### src/rtl/uart_pack_decoder_pkg.sv
// Shared encodings for the UART packet decoder:
// FSM states, command bit positions, mode/speed values.
package uart_pack_decoder_pkg;

  typedef enum logic [1:0] {
    S_IDLE  = 2'd0,
    S_RECV  = 2'd1,
    S_ISSUE = 2'd2
  } state_t;

  localparam int CMD_START = 0;
  localparam int CMD_STOP  = 1;
  localparam int CMD_MODE  = 2;
  localparam int CMD_CH_LO = 3;
  localparam int CMD_CH_HI = 6;
  localparam int CMD_RSVD  = 7;

  localparam logic MODE_ONESHOT = 1'b0;
  localparam logic MODE_REPEAT  = 1'b1;
  localparam logic SPEED_LOW    = 1'b0;
  localparam logic SPEED_HIGH   = 1'b1;

  function automatic logic [3:0] cmd_channel(
    input logic [7:0] cmd
  );
    return cmd[CMD_CH_HI:CMD_CH_LO];
  endfunction

endpackage

### src/rtl/byte_timeout.sv
// Inter-byte timeout counter; saturates at
// TIMEOUT_CLK-1 and flags expiry there.
module byte_timeout #(
  parameter int TIMEOUT_CLK = 20_000
) (
  input  logic clk,
  input  logic rst_n,
  input  logic i_clear,
  input  logic i_en,
  output logic o_expired
);

  localparam int CW =
    (TIMEOUT_CLK > 1) ? $clog2(TIMEOUT_CLK) : 1;
  localparam logic [CW-1:0] LIMIT =
    CW'(TIMEOUT_CLK - 1);

  logic [CW-1:0] r_cnt;

  always_ff @(posedge clk or negedge rst_n) begin
    if (!rst_n) begin
      r_cnt <= '0;
    end else if (i_clear) begin
      r_cnt <= '0;
    end else if (i_en && (r_cnt != LIMIT)) begin
      r_cnt <= r_cnt + 1'b1;
    end
  end

  assign o_expired = (r_cnt == LIMIT);

endmodule

### src/rtl/uart_pack_decoder.sv
// Assembles UART bytes into pattern/freq/command
// packets and issues start/stop strobes downstream.
module uart_pack_decoder
  import uart_pack_decoder_pkg::*;
#(
  parameter int DATA_BIT    = 8,
  parameter int PACK_NUM    = 3,
  parameter int NUM_CH      = 4,
  parameter int TIMEOUT_CLK = 20_000
) (
  input  logic                clk,
  input  logic                rst_n,
  input  logic [DATA_BIT-1:0] i_data,
  input  logic                i_rx_done_tick,
  input  logic                i_done_tick,
  output logic [DATA_BIT-1:0] o_out_pattern,
  output logic [DATA_BIT-1:0] o_freq_pattern,
  output logic [3:0]          o_channel,
  output logic                o_mode,
  output logic                o_start_tick,
  output logic                o_stop_tick,
  output logic                o_busy,
  output logic                o_err_tick
);

  localparam int IW =
    (PACK_NUM > 1) ? $clog2(PACK_NUM) : 1;
  localparam logic [IW-1:0] LAST = IW'(PACK_NUM - 1);

  state_t              r_state, w_state_n;
  logic [IW-1:0]       r_idx, w_idx_n, w_widx;
  logic [DATA_BIT-1:0] r_pat, r_frq;
  logic [DATA_BIT-1:0] r_out, r_freq;
  logic [3:0]          r_ch;
  logic                r_mode, r_busy;
  logic                r_start, r_stop, r_err;
  logic                w_start_n, w_stop_n, w_err_n;
  logic                w_busy_n, w_latch;
  logic                w_last, w_expired, w_to_clr, w_to_en;
  logic [7:0]          w_cmd;
  logic [3:0]          w_ch;
  logic                w_bad, w_rej, w_stp, w_sta, w_pre;

  assign w_cmd = i_data[7:0];
  assign w_ch  = cmd_channel(w_cmd);
  assign w_bad = w_cmd[CMD_RSVD]
               | ({1'b0, w_ch} >= 5'(NUM_CH));
  // Mutually exclusive command classes; stop beats start.
  assign w_rej = w_bad;
  assign w_stp = !w_bad & w_cmd[CMD_STOP];
  assign w_sta = !w_bad & !w_cmd[CMD_STOP]
               & w_cmd[CMD_START];
  assign w_pre = !w_bad & !w_cmd[CMD_STOP]
               & !w_cmd[CMD_START];

  assign w_last = i_rx_done_tick
                & (r_state == S_RECV)
                & (r_idx == LAST);
  assign w_widx = (r_state == S_RECV) ? r_idx : '0;

  assign w_to_clr = (r_state != S_RECV) | i_rx_done_tick;
  assign w_to_en  = (r_state == S_RECV);

  byte_timeout #(
    .TIMEOUT_CLK (TIMEOUT_CLK)
  ) u_timeout (
    .clk       (clk),
    .rst_n     (rst_n),
    .i_clear   (w_to_clr),
    .i_en      (w_to_en),
    .o_expired (w_expired)
  );

  always_comb begin
    w_state_n = r_state;
    w_idx_n   = r_idx;
    w_start_n = 1'b0;
    w_stop_n  = 1'b0;
    w_err_n   = 1'b0;
    w_latch   = 1'b0;
    w_busy_n  = i_done_tick ? 1'b0 : r_busy;
    unique case (r_state)
      S_RECV: begin
        if (i_rx_done_tick) begin
          w_idx_n = r_idx + 1'b1;
          if (w_last) begin
            w_state_n = S_ISSUE;
            w_idx_n   = '0;
            unique case (1'b1)
              w_rej: w_err_n = 1'b1;
              w_stp: begin
                w_stop_n = 1'b1;
                w_busy_n = 1'b0;
                w_latch  = 1'b1;
              end
              w_sta & r_busy: w_err_n = 1'b1;
              w_sta & !r_busy: begin
                w_start_n = 1'b1;
                w_busy_n  = 1'b1;
                w_latch   = 1'b1;
              end
              w_pre: w_latch = 1'b1;
            endcase
          end
        end else if (w_expired) begin
          w_err_n   = 1'b1;
          w_state_n = S_IDLE;
          w_idx_n   = '0;
        end
      end
      default: begin
        w_state_n = S_IDLE;
        if (i_rx_done_tick) begin
          w_state_n = S_RECV;
          w_idx_n   = IW'(1);
        end
      end
    endcase
  end

  always_ff @(posedge clk or negedge rst_n) begin
    if (!rst_n) begin
      r_state <= S_IDLE;
      r_idx   <= '0;
      r_pat   <= '0;
      r_frq   <= '0;
      r_out   <= '0;
      r_freq  <= '0;
      r_ch    <= '0;
      r_mode  <= 1'b0;
      r_busy  <= 1'b0;
      r_start <= 1'b0;
      r_stop  <= 1'b0;
      r_err   <= 1'b0;
    end else begin
      r_state <= w_state_n;
      r_idx   <= w_idx_n;
      r_busy  <= w_busy_n;
      r_start <= w_start_n;
      r_stop  <= w_stop_n;
      r_err   <= w_err_n;
      if (i_rx_done_tick && !w_last) begin
        if (w_widx == '0) r_pat <= i_data;
        else              r_frq <= i_data;
      end
      if (w_latch) begin
        r_out  <= r_pat;
        r_freq <= r_frq;
        r_ch   <= w_ch;
        r_mode <= w_cmd[CMD_MODE];
      end
    end
  end

  assign o_out_pattern  = r_out;
  assign o_freq_pattern = r_freq;
  assign o_channel      = r_ch;
  assign o_mode         = r_mode;
  assign o_start_tick   = r_start;
  assign o_stop_tick    = r_stop;
  assign o_busy         = r_busy;
  assign o_err_tick     = r_err;

endmodule

### config.mk
export PLATFORM = sky130hd
export DESIGN_NAME = uart_pack_decoder
export DESIGN_NICKNAME = d
export VERILOG_FILES = /design/src/rtl/uart_pack_decoder_pkg.sv /design/src/rtl/byte_timeout.sv /design/src/rtl/uart_pack_decoder.sv
export SDC_FILE = /design/constraint.sdc
export NUM_CORES = 1
export LEC_CHECK = 0
export ABC_AREA = 1
export BUFFER_PORTS_ARGS = -buffer_cell sky130_fd_sc_hd__buf_2
export CAP_MARGIN = 5
export CORE_UTILIZATION = 51
export CTS_CLUSTER_SIZE = 8
export DETAILED_ROUTE_END_ITERATION = 10
export HOLD_SLACK_MARGIN = 0.08
export PLACE_DENSITY_LB_ADDON = 0.2
export SYNTH_ARGS = -nofsm -noshare
export SYNTH_HDL_FRONTEND = slang
export SYNTH_SLANG_ARGS = --single-unit
### constraint.sdc
create_clock -name clk -period 1.4 [get_ports clk]
set_clock_uncertainty 0.1 [all_clocks]
set_input_delay 0.28 -clock clk [delete_from_list [all_inputs] [get_ports clk]]
set_output_delay 0.28 -clock clk [all_outputs]
set_load 0.05 [all_outputs]
# Word level (Yosys, flattened, before mapping)
# Cells that the tools add are included.
# op_classes
addsub,2
magnitude_cmp,1
eq_ne,7
muxes,34
bitwise,11
n_reduce_logical,17
# op_table
op,count
2-to-1 mux 15 bit,2
2-to-1 mux 1 bit,22
2-to-1 mux 2 bit,9
"adder 15 x 1 -> 15 bit, second input constant",1
"== test 15 bit, second input constant",1
"inequality test 15 bit, second input constant",1
AND 1 bit,8
AND reduction 2 bit,4
"inequality test 3 bit, second input constant",2
nonzero test 2 bit,3
zero test 1 bit,5
">= comparator 4 x 3 -> 1 bit, second input constant",1
OR reduction 3 bit,1
"adder 2 x 1 -> 2 bit, second input constant",1
"== test 2 x 1 -> 1 bit, second input constant",1
"== test 2 bit, second input constant",1
logical AND 1 bit,2
zero test 2 bit,1
"inequality test 2 x 1 -> 1 bit, second input constant",1
OR 1 bit,2
case mux 1 bit (2 select lines),1
OR reduction 2 bit,1
NOT 1 bit,1
# word_totals
ff_bits,60
out_inout_bits,25
elab_cells,85

# Longest topological paths before layout
# Gate-level depths: netlist of the first run.
# logic_depth
ltp_word,11
ltp_mapped,8
ltp_nobuf,8

# By module
# Synthesis of the first run repeated with hierarchy kept, for this count alone.
# unflattened
cells_unflattened,341
area_unflattened_um2,2827.7
# by_module_without_submodules
module,n_inst,cells_each,area_per_inst_um2,seq_area_each_um2
uart_pack_decoder,1,193,1826.8,1126.1
byte_timeout,1,148,1001.0,375.4

# Least setup slack after synthesis of the first run
# OpenSTA, ideal clock, no wires.
# synth_timing
kind,reg2reg
start,"reg r_busy, in the netlist o_busy"
end,"reg r_ch[1], in the netlist o_channel[1]"
arrival_ns,1.222
path_slack_ns,-0.043
stages_incl_launch_ff,6
n_path_buf,1
period_less_slack_ns,1.443
path_cell_list,dfrtp_1 > nand3_1 > nand2_2 > nor2_4 > buf_6 > a21oi_1
# synth_via
elab_chain_cells,7
# synth_lines
item,line,text
start: declaration,uart_pack_decoder.sv:35,"logic r_mode, r_busy;"
start signal: assignment,uart_pack_decoder.sv:138,r_busy <= w_busy_n;
zero test 1 bit,uart_pack_decoder.sv:97,w_sta & !r_busy: begin
AND 1 bit,uart_pack_decoder.sv:97,
OR reduction 3 bit (no line),n/a,
2-to-1 mux 1 bit,uart_pack_decoder.sv:89,unique case (1'b1)
2-to-1 mux 1 bit,uart_pack_decoder.sv:86,if (w_last) begin
2-to-1 mux 1 bit,uart_pack_decoder.sv:84,if (i_rx_done_tick) begin
2-to-1 mux 1 bit,uart_pack_decoder.sv:82,unique case (r_state)
end signal: assignment,uart_pack_decoder.sv:149,r_ch <= w_ch;
end: declaration,uart_pack_decoder.sv:34,logic [3:0] r_ch;
# No other way between the ends.
# A chain may end at the register's enable or synchronous reset.

# Final worst setup path of the first run
# layout_timing
start,reg r_state[0]
end,"reg r_ch[1], in the netlist o_channel[1]"
# layout_via
elab_chain_cells,6
# layout_lines
item,line,text
start: declaration,uart_pack_decoder.sv:30,"state_t r_state, w_state_n;"
start signal: assignment,uart_pack_decoder.sv:136,r_state <= w_state_n;
== test 2 x 1 -> 1 bit (*),"uart_pack_decoder.sv:57, uart_pack_decoder.sv:82",
AND 1 bit,uart_pack_decoder.sv:57,& (r_state == S_RECV)
AND 1 bit,uart_pack_decoder.sv:58,& (r_idx == LAST);
2-to-1 mux 1 bit,uart_pack_decoder.sv:86,
2-to-1 mux 1 bit,uart_pack_decoder.sv:84,
2-to-1 mux 1 bit (*),uart_pack_decoder.sv:82,
# Mark *: on every way between the ends. The rest lies on a longest branch, timed or not.

==> summary.md, run 1 <==
| Metric | Value |
|---|---|
| Outcome | finished clean |
| Layout cell share with drive strength beyond 1 | 27.13% |
| Clock Sinks | 60 |
| Num CTS Buffers | 9 |
| Number of fillers in the final layout | 404 |
| Final WL | 6.007 mm |
| Unique cell type count in the Yosys netlist | 26 |
| Final instance area | 3427 um2 |
| Post-Syn Area | 2656 um2 |
| Final setup TNS | 0 ps |
| #FFs+latches synth | 60 |
| Seq pwr share | 41.8% |
| Starting DRT DRC Count | 92 |
| Initial antenna violation count | 0 |
| Yosys Warn Count | 0 |
| Antenna-violating nets left | 0 |
| Die Ht | 74.17 um |
| Antenna Cells | 0 |
| Max Slew Vio Count | 0 |
| R2R setup slack | 50 ps |
| TritonRoute pass-1 iters | 4 |
| Final Cycle Share | 96.49% |
| Comb power frac | 31.6% |
| First-pass GRT wire length | 9.770 mm |
| Hold depth | 3 |
| R2R cell count | 7 |
| Largest net degree at the start of global routing | 51 |
| Sw frac | 37.64% |
| Worst EP arrival | 1500 ps |
| DRC viols | 0 |
| Int Pwr | 0.003666 W |
| Slew @ Worst Pin | 289.5 ps |
| Final Setup Violations | 0 |
| CTS H-tree depth | 3 |
| CP cell instances | inv_2 > nor2_4 > nand4_2 > nor2_4 > buf_12 > nor2_1 > a21oi_1 |
| Initial core utilization | 54.44% |
| Area of the multi-input gates | 1054 um2 |
| Half-perimeter wire length after detailed placement | 4.153 mm |
| Slew margin rel. | 80.70% |
| IO Pins | 37 |
| CTS max path bufs | 2 |
| GP Congestion | 0.8808 |
| Clock network fraction of design power | 26.6% |
| Worst r2r src | r_state[0] |
| Sequential cell area | 1504 um2 |
| Most used cell, CP | nor2_4 |
| Register area share after synthesis | 56.52% |
| Tmin final | 1351 ps |
| R2r endpoint | o_channel[1] |
| Maximum Capacitance Violations | 0 |
| Port bufs | 36 |
| CTS tree | done |
| Avg WL per Cell | 13.23 um |
| Core area | 4880 um2 |
| CP max stage cell | dfrtp_1 |
| Critical path class | reg -> reg |
| Hold_sp | i_data[1] |
| Pwr Density | 1715 nW/um2 |
| Vias/cell | 5.033 |
| Worst Hold Path EP | o_stop_tick |
| Class of the worst hold path | in -> reg |
| Die area | 5501 um2 |
| FMAX | 0.7402 GHz |
| Final #Nets | 396 |
| Worst path max stage delay | 350 ps |
| P_sw | 0.002212 W |
| Clk root buf | clkbuf_8 |
| Placed instance area | 3118 um2 |
| CP Launch Type | flop |
| RSZ-0062 raised after global routing | true |
| Worst Path Max Fanout | 17 |
| Lkg Pwr | 1.769 nW |
| Detailed-route via count | 2285 |
| Die Width | 74.17 um |
| Crit-path leading delay family | simple AND/OR/NAND/NOR gates |
| Syn avg cell area | 8.487 um2 |
| WP data required | 1550 ps |
| Hold Vio Cnt, Final | 0 |
| Post-Synthesis Cells | 313 |
| Clk slew on worst S/H paths | 60 ps |
| GR Util All Layers | 24.41% |
| Area Growth Syn to Fin | 29.02% |
| Critical path capture point type | flop |
| Mapped Nets | 326 |
| Peak supply drop | 1.179 mV |
| # rows | 25 |
| Vias in the first global route | 2105 |
| Grt total ovfl | 0 |
| Clock Latency Late Sink | 330 ps |
| CP bufs+invs | 2 |
-- sequential cells by signal, summed over array words and instances, names as in the netlist --
signal / flops
r_pat: 8
o_start_tick: 1
o_mode: 1
o_channel: 4
o_stop_tick: 1
o_busy: 1
u_timeout.r_cnt: 15
r_state: 2
r_idx: 2
o_freq_pattern: 8
o_err_tick: 1
r_frq: 8
o_out_pattern: 8
-- cells in the final DEF (no fill, tap or decap), drive strengths merged --
cell         netlist  layout
dfrtp             60      60
or2                1       1
and3               1       1
and2               1       1
clkbuf             3      12
nand3b             1       1
nand4              9       9
nand2             91      91
a21oi              6       6
ha                 1       1
inv               30      30
bufinv             0       1
clkinv             0       3
xnor2              2       2
nor3               1       1
nor2              42      42
o21ai             38      38
nand3             17      17
xor2               3       3
dlygate4sd3        0       1
o21bai             1       1
buf                5      65
-- cells by family after synthesis --
kind of cell             count (synthesis)  share of synthesized area (%)
AND/OR/NAND/NOR                        164                          26.61
AO/OA/AOI/OAI                           45                          8.573
adder cells (fa/ha/maj)                  1                         0.4710
flip-flops                              60                          56.52
XOR/XNOR                                 5                          1.649
buffers and inverters                   38                          6.170
-- metrics by stage --
stage	hold WS, ps	power [W]	setup WS, ps	cells	utilization [%]
after floorplan	-115.6	0.003603	3.879	313	-
after global placement	68.58	0.004127	13.32	436	63.90
after detailed placement	75.67	0.004191	-44.18	436	63.90
after CTS	109.2	0.005783	3.138	452	68.46
after global routing	115.1	0.006204	-62.74	454	70.23
final	129.5	0.005878	49.10	454	70.23
-- worst reg2reg max path, delay by kind of cell (launching register included) --
kind / cells / cell delay [ps]
AO/OA/AOI/OAI: 1 / 120
buffers and inverters: 2 / 200
flip-flops: 1 / 350
AND/OR/NAND/NOR: 4 / 500
-- layer usage --
metal	wire, um	GRT usage [%]
met5	0	0
met1	2675	31.92
met2	2915	38.48
met4	131	11.54
met3	284	5.962
-- cells in the mapped netlist (all sizes together) --
cell | instances | share of area (%)
xnor2 | 2 | 0.66
nor2 | 42 | 6.5
nand3 | 17 | 3.2
a21oi | 6 | 1.1
or2 | 1 | 0.24
and2 | 1 | 0.24
o21bai | 1 | 0.28
nand3b | 1 | 0.28
buf | 5 | 1.5
dfrtp | 60 | 57
nor3 | 1 | 0.61
xor2 | 3 | 0.99
and3 | 1 | 0.24
inv | 30 | 4.2
o21ai | 38 | 7.2
nand4 | 9 | 2.4
clkbuf | 3 | 0.42
ha | 1 | 0.47
nand2 | 91 | 13
-- power groups by stage --
stage	clock network, W	registers [W]	logic [W]
floorplan	0	0.00302	0.000587
global placement	0	0.00244	0.00169
detailed placement	0	0.00246	0.00173
CTS	0.00161	0.00243	0.00174
global route	0.00167	0.00251	0.00203
finish	0.00157	0.00246	0.00186
-- worst max path at each step --
stage | from | to | slack [ps] | depth (start not counted)
after global routing | r_state[0] | u_timeout.r_cnt[0] | -60 | 8
after floorplan | u_timeout.r_cnt[0] | u_timeout.r_cnt[0] | 4 | 6
after CTS | r_state[1] | o_out_pattern[1] | 3 | 5
after global placement | u_timeout.r_cnt[0] | u_timeout.r_cnt[0] | 10 | 7
final | r_state[0] | o_channel[1] | 50 | 7
after detailed placement | i_data[6] | o_channel[1] | -40 | 7
-- what timing repair did --
item                                    CTS  global route
cloned                                    0             1
endpoints found under the hold margin    60             0
setup buffers                             0             1
pin swaps                                 1             6
resized for setup                         4            35
hold buffers                              1             0
endpoints found under the setup margin    8            49
-- cell type report --
type | instances | area share, %
Clock buffer | 11 | 4.418
Clock inverter | 4 | 1.424
Inverter | 30 | 3.359
Multi-Input combinational cell | 215 | 30.74
Sequential cell | 60 | 43.88
Tap cell | 67 | 2.446
Timing Repair Buffer | 67 | 13.73
Note: power is estimated with default switching activity, not from simulation.
==> run 2: changes to the inputs <==
--- a/config.mk
+++ b/config.mk
@@ -5,10 +5,9 @@
 export SDC_FILE = /design/constraint.sdc
 export NUM_CORES = 1
 export LEC_CHECK = 0
-export ABC_AREA = 1
 export BUFFER_PORTS_ARGS = -buffer_cell sky130_fd_sc_hd__buf_2
 export CAP_MARGIN = 5
-export CORE_UTILIZATION = 51
+export CORE_UTILIZATION = 50
 export CTS_CLUSTER_SIZE = 8
 export DETAILED_ROUTE_END_ITERATION = 10
 export HOLD_SLACK_MARGIN = 0.08
==> run 2 against run 1 <==
  * The run now ends with negative setup slack left
  * Clock power up 4%
  * Die area down 4.6%
  * Area after synthesis is 6.6% lower
  * Worst setup slack got worse by 650 ps
  * Register-to-register slack worse by 650 ps
  * Critical path type unchanged
  * Critical endpoint is now r_idx[1]
  * Largest power group unchanged
==> summary.md, run 2 <==
| Metric | Value |
|---|---|
| Antenna Cells | 0 (unchanged) |
| GP Congestion | 0.8958 (+1.7%) |
| Comb power frac | 36.2% (+4.6 points) |
| Clk slew on worst S/H paths | 80 ps (+20 ps) |
| CTS H-tree depth | 3 (unchanged) |
| Worst Path Max Fanout | 8 (-9) |
| Peak supply drop | 1.389 mV (+18%) |
| Syn avg cell area | 12.92 um2 (+52%) |
| Hold depth | 3 (unchanged) |
| Most common cell in the synthesized netlist | dfrtp_1 |
| R2R cell count | 5 (-2) |
| Ys flop type | dfrtp_1 |
| Clock Sinks | 60 (unchanged) |
| Final instance area | 3921 um2 (+14%) |
| Final #Nets | 317 (-20%) |
| Vias/cell | 5.457 (+8.4%) |
| FMAX | 0.4987 GHz (-33%) |
| Antenna-violating nets left | 0 (unchanged) |
| Worst Hold Path EP | o_busy |
| Initial antenna violation count | 0 (unchanged) |
| Critical path class | reg -> reg |
| Yosys Warn Count | 0 (unchanged) |
| IO Pins | 37 (unchanged) |
| # rows | 25 (unchanged) |
| Vias in the first global route | 2040 (-3.1%) |
| Clock network fraction of design power | 25.1% (-1.5 points) |
| Register area share after synthesis | 60.51% (+4.0 points) |
| Avg WL per Cell | 20.27 um (+53%) |
| Hold_sp | i_done_tick |
| Die Width | 72.45 um (-2.3%) |
| Most frequent cells after synthesis | 60 x dfrtp_1, 35 x mux2_2, 14 x nand2_1, 14 x nor2_1 |
| Clock Latency Late Sink | 350 ps (+20 ps) |
| CTS tree | done |
| Final Cycle Share | 143.2% (+47 points) |
| Critical path capture point type | flop |
| CTS max path bufs | 2 (unchanged) |
| Synth async-reset ratio | 100.0% (unchanged) |
| Starting DRT DRC Count | 103 (+12%) |
| Synth area leader | dfrtp_1 |
| R2R setup slack | -610 ps (-650 ps) |
| Top reg by flops | u_timeout.r_cnt |
| Mapped Nets | 205 (-37%) |
| Half-perimeter wire length after detailed placement | 3.607 mm (-13%) |
| GR Util All Layers | 29.12% (+4.7 points) |
| Initial core utilization | 52.18% (-2.3 points) |
| First-pass GRT wire length | 10.90 mm (+12%) |
| Worst setup slack after layout | -605.1 ps (-654.2 ps) |
| Pwr Density | 1667 nW/um2 (-2.8%) |
| Unique cell type count in the Yosys netlist | 35 (+35%) |
| Worst EP arrival | 2130 ps (+630 ps) |
| Max reg flops | 15 (unchanged) |
| Area Growth Syn to Fin | 58.04% |
| Class of the worst hold path | in -> reg |
| Origin of the worst setup path | u_timeout.r_cnt[12] |
| RSZ-0062 raised after global routing | true |
| Largest net degree at the start of global routing | 32 (-37%) |
| Failing checks | negative setup slack |
| Worst r2r src | u_timeout.r_cnt[12] |
| Hold Vio Cnt, Final | 0 (unchanged) |
| CP Launch Type | flop |
| Synth top area share | 60.51% (+4.0 points) |
| Most frequent cells in the layout | 59 x dfrtp_1, 50 x buf_4, 32 x mux2_4 |
| Port bufs | 36 (unchanged) |
| Clk root buf | clkbuf_8 |
| Core area | 4755 um2 (-2.6%) |
| Seq pwr share | 38.6% (-3.2 points) |
| Placed instance area | 3179 um2 (+2.0%) |
| Slew @ Worst Pin | 375.0 ps (+85.51 ps) |
| Lkg Pwr | 1.996 nW (+13%) |
| Layout cell share with drive strength beyond 1 | 62.14% (+35 points) |
| Post-Syn Area | 2481 um2 (-6.6%) |
| R2r endpoint | r_idx[1] |
| Num CTS Buffers | 9 (unchanged) |
| #FFs+latches synth | 60 (unchanged) |
| Slew margin rel. | 75.00% (-5.7 points) |
| Die Ht | 72.45 um (-2.3%) |
| DRC viols | 0 (unchanged) |
| WHS | 102.6 ps (-26.88 ps) |
| Outcome | finished, violations left |
| Final Power | 0.006538 W (+11%) |
| Max Slew Vio Count | 0 (unchanged) |
| WP data required | 1530 ps (-20 ps) |
| Post-synth EDFFs | 0 (unchanged) |
| Die area | 5248 um2 (-4.6%) |
| Grt total ovfl | 0 (unchanged) |
| Post-Synthesis Cells | 192 (-39%) |
| Tmin final | 2005 ps (+654.2 ps) |
| Final WL | 7.621 mm (+27%) |
| Sw frac | 37.23% (-0.41 points) |
| Detailed-route via count | 2052 (-10%) |
| TritonRoute pass-1 iters | 4 (unchanged) |
| Maximum Capacitance Violations | 0 (unchanged) |
| Leading post-synthesis cells by cell area | dfrtp_1 61%, mux2_2 16%, nand2_1 2.1% |
| P_sw | 0.002434 W (+10%) |
| Int Pwr | 0.004104 W (+12%) |
| Leading cell type in the layout, fill and taps excluded | dfrtp_1 |
| Final Setup Violations | 59 (+59) |
-- run 2: cell count changes after synthesis, sizes merged, moves of 3 or more --
cell    previous run  this run
mux2               0        35
nand3             17         6
a21oi              6         2
o21ai             38         4
or4                0         3
buf                5         2
nand2b             0         3
inv               30         2
nor2              42        14
nor2b              0         3
nand2             91        14
mux2i              0         3
nand4              9         6
and4               0         3
-- run 2: cell type report --
type	instances	area (um2)
Timing Repair Buffer	105	865.8
Inverter	2	10.01
Sequential cell	60	1503
Clock buffer	9	123.9
Clock inverter	7	76.32
Multi-Input combinational cell	126	1259
Tap cell	67	83.83
Fill cell	255	833.3
-- run 2: critical path: stages (launching register included) --
cell and delay, ps:
dfrtp_1 400, or4b_1 490, or4_1 420, buf_6 160, nor3b_2 180, o22ai_1 130
-- run 2: timing repair --
action	CTS	global route
cloned	4	0
gates resized for setup	63	16
hold buffers	1	0
endpoints found under the hold margin	60	0
setup endpoints to repair	57	64
pin swaps	18	8
buffers inserted	18	5
-- run 2: per-stage QoR --
stage	setup TNS (ps)	utilization [%]	setup WS, ps	instances
final	-12400	82.47	-605.1	376
after global routing	-14950	82.47	-628.5	376
after CTS	-11030	80.71	-531.1	373
after detailed placement	-15150	66.87	-546.7	336
after global placement	-15120	66.87	-512.0	336
after floorplan	-9011	-	-490.4	192
-- run 2: metal layers --
metal	GRT usage, %	wire length [um]
met5	0	0
met4	9.586	210
met3	6.944	380
met2	47.14	3862
met1	38.85	3167
-- run 2: power by group through the flow --
stage	Sequential [W]	Combinational (W)	Clock, W
6_report	0.00253	0.00237	0.00164
5_1_grt	0.00256	0.00248	0.00170
4_1_cts	0.00246	0.00227	0.00160
3_5_place_dp	0.00246	0.00184	0
3_3_place_gp	0.00244	0.00179	0
2_1_floorplan	0.00306	0.000685	0
-- run 2: logic make-up (layout without fill, tap and decap cells) --
| logic type | count (synthesis) | in the layout | synth area share (%) |
|---|---|---|---|
| multiplexers | 38 | 38 | 17.10 |
| adder cells (fa/ha/maj) | 1 | 1 | 0.5042 |
| flip-flops | 60 | 60 | 60.51 |
| buffers and inverters | 7 | 123 | 1.664 |
| XOR/XNOR | 8 | 8 | 2.824 |
| AO/OA/AOI/OAI | 13 | 13 | 3.177 |
| AND/OR/NAND/NOR | 65 | 66 | 14.22 |
-- run 2: how the worst max path moves through the flow --
stage	endpoint	slack [ps]	cells past startpoint
after floorplan	r_idx[1]	-490	5
after global placement	r_idx[1]	-510	5
after detailed placement	r_idx[1]	-550	5
after CTS	r_idx[1]	-530	5
after global routing	r_idx[1]	-630	5
final	r_idx[1]	-610	5
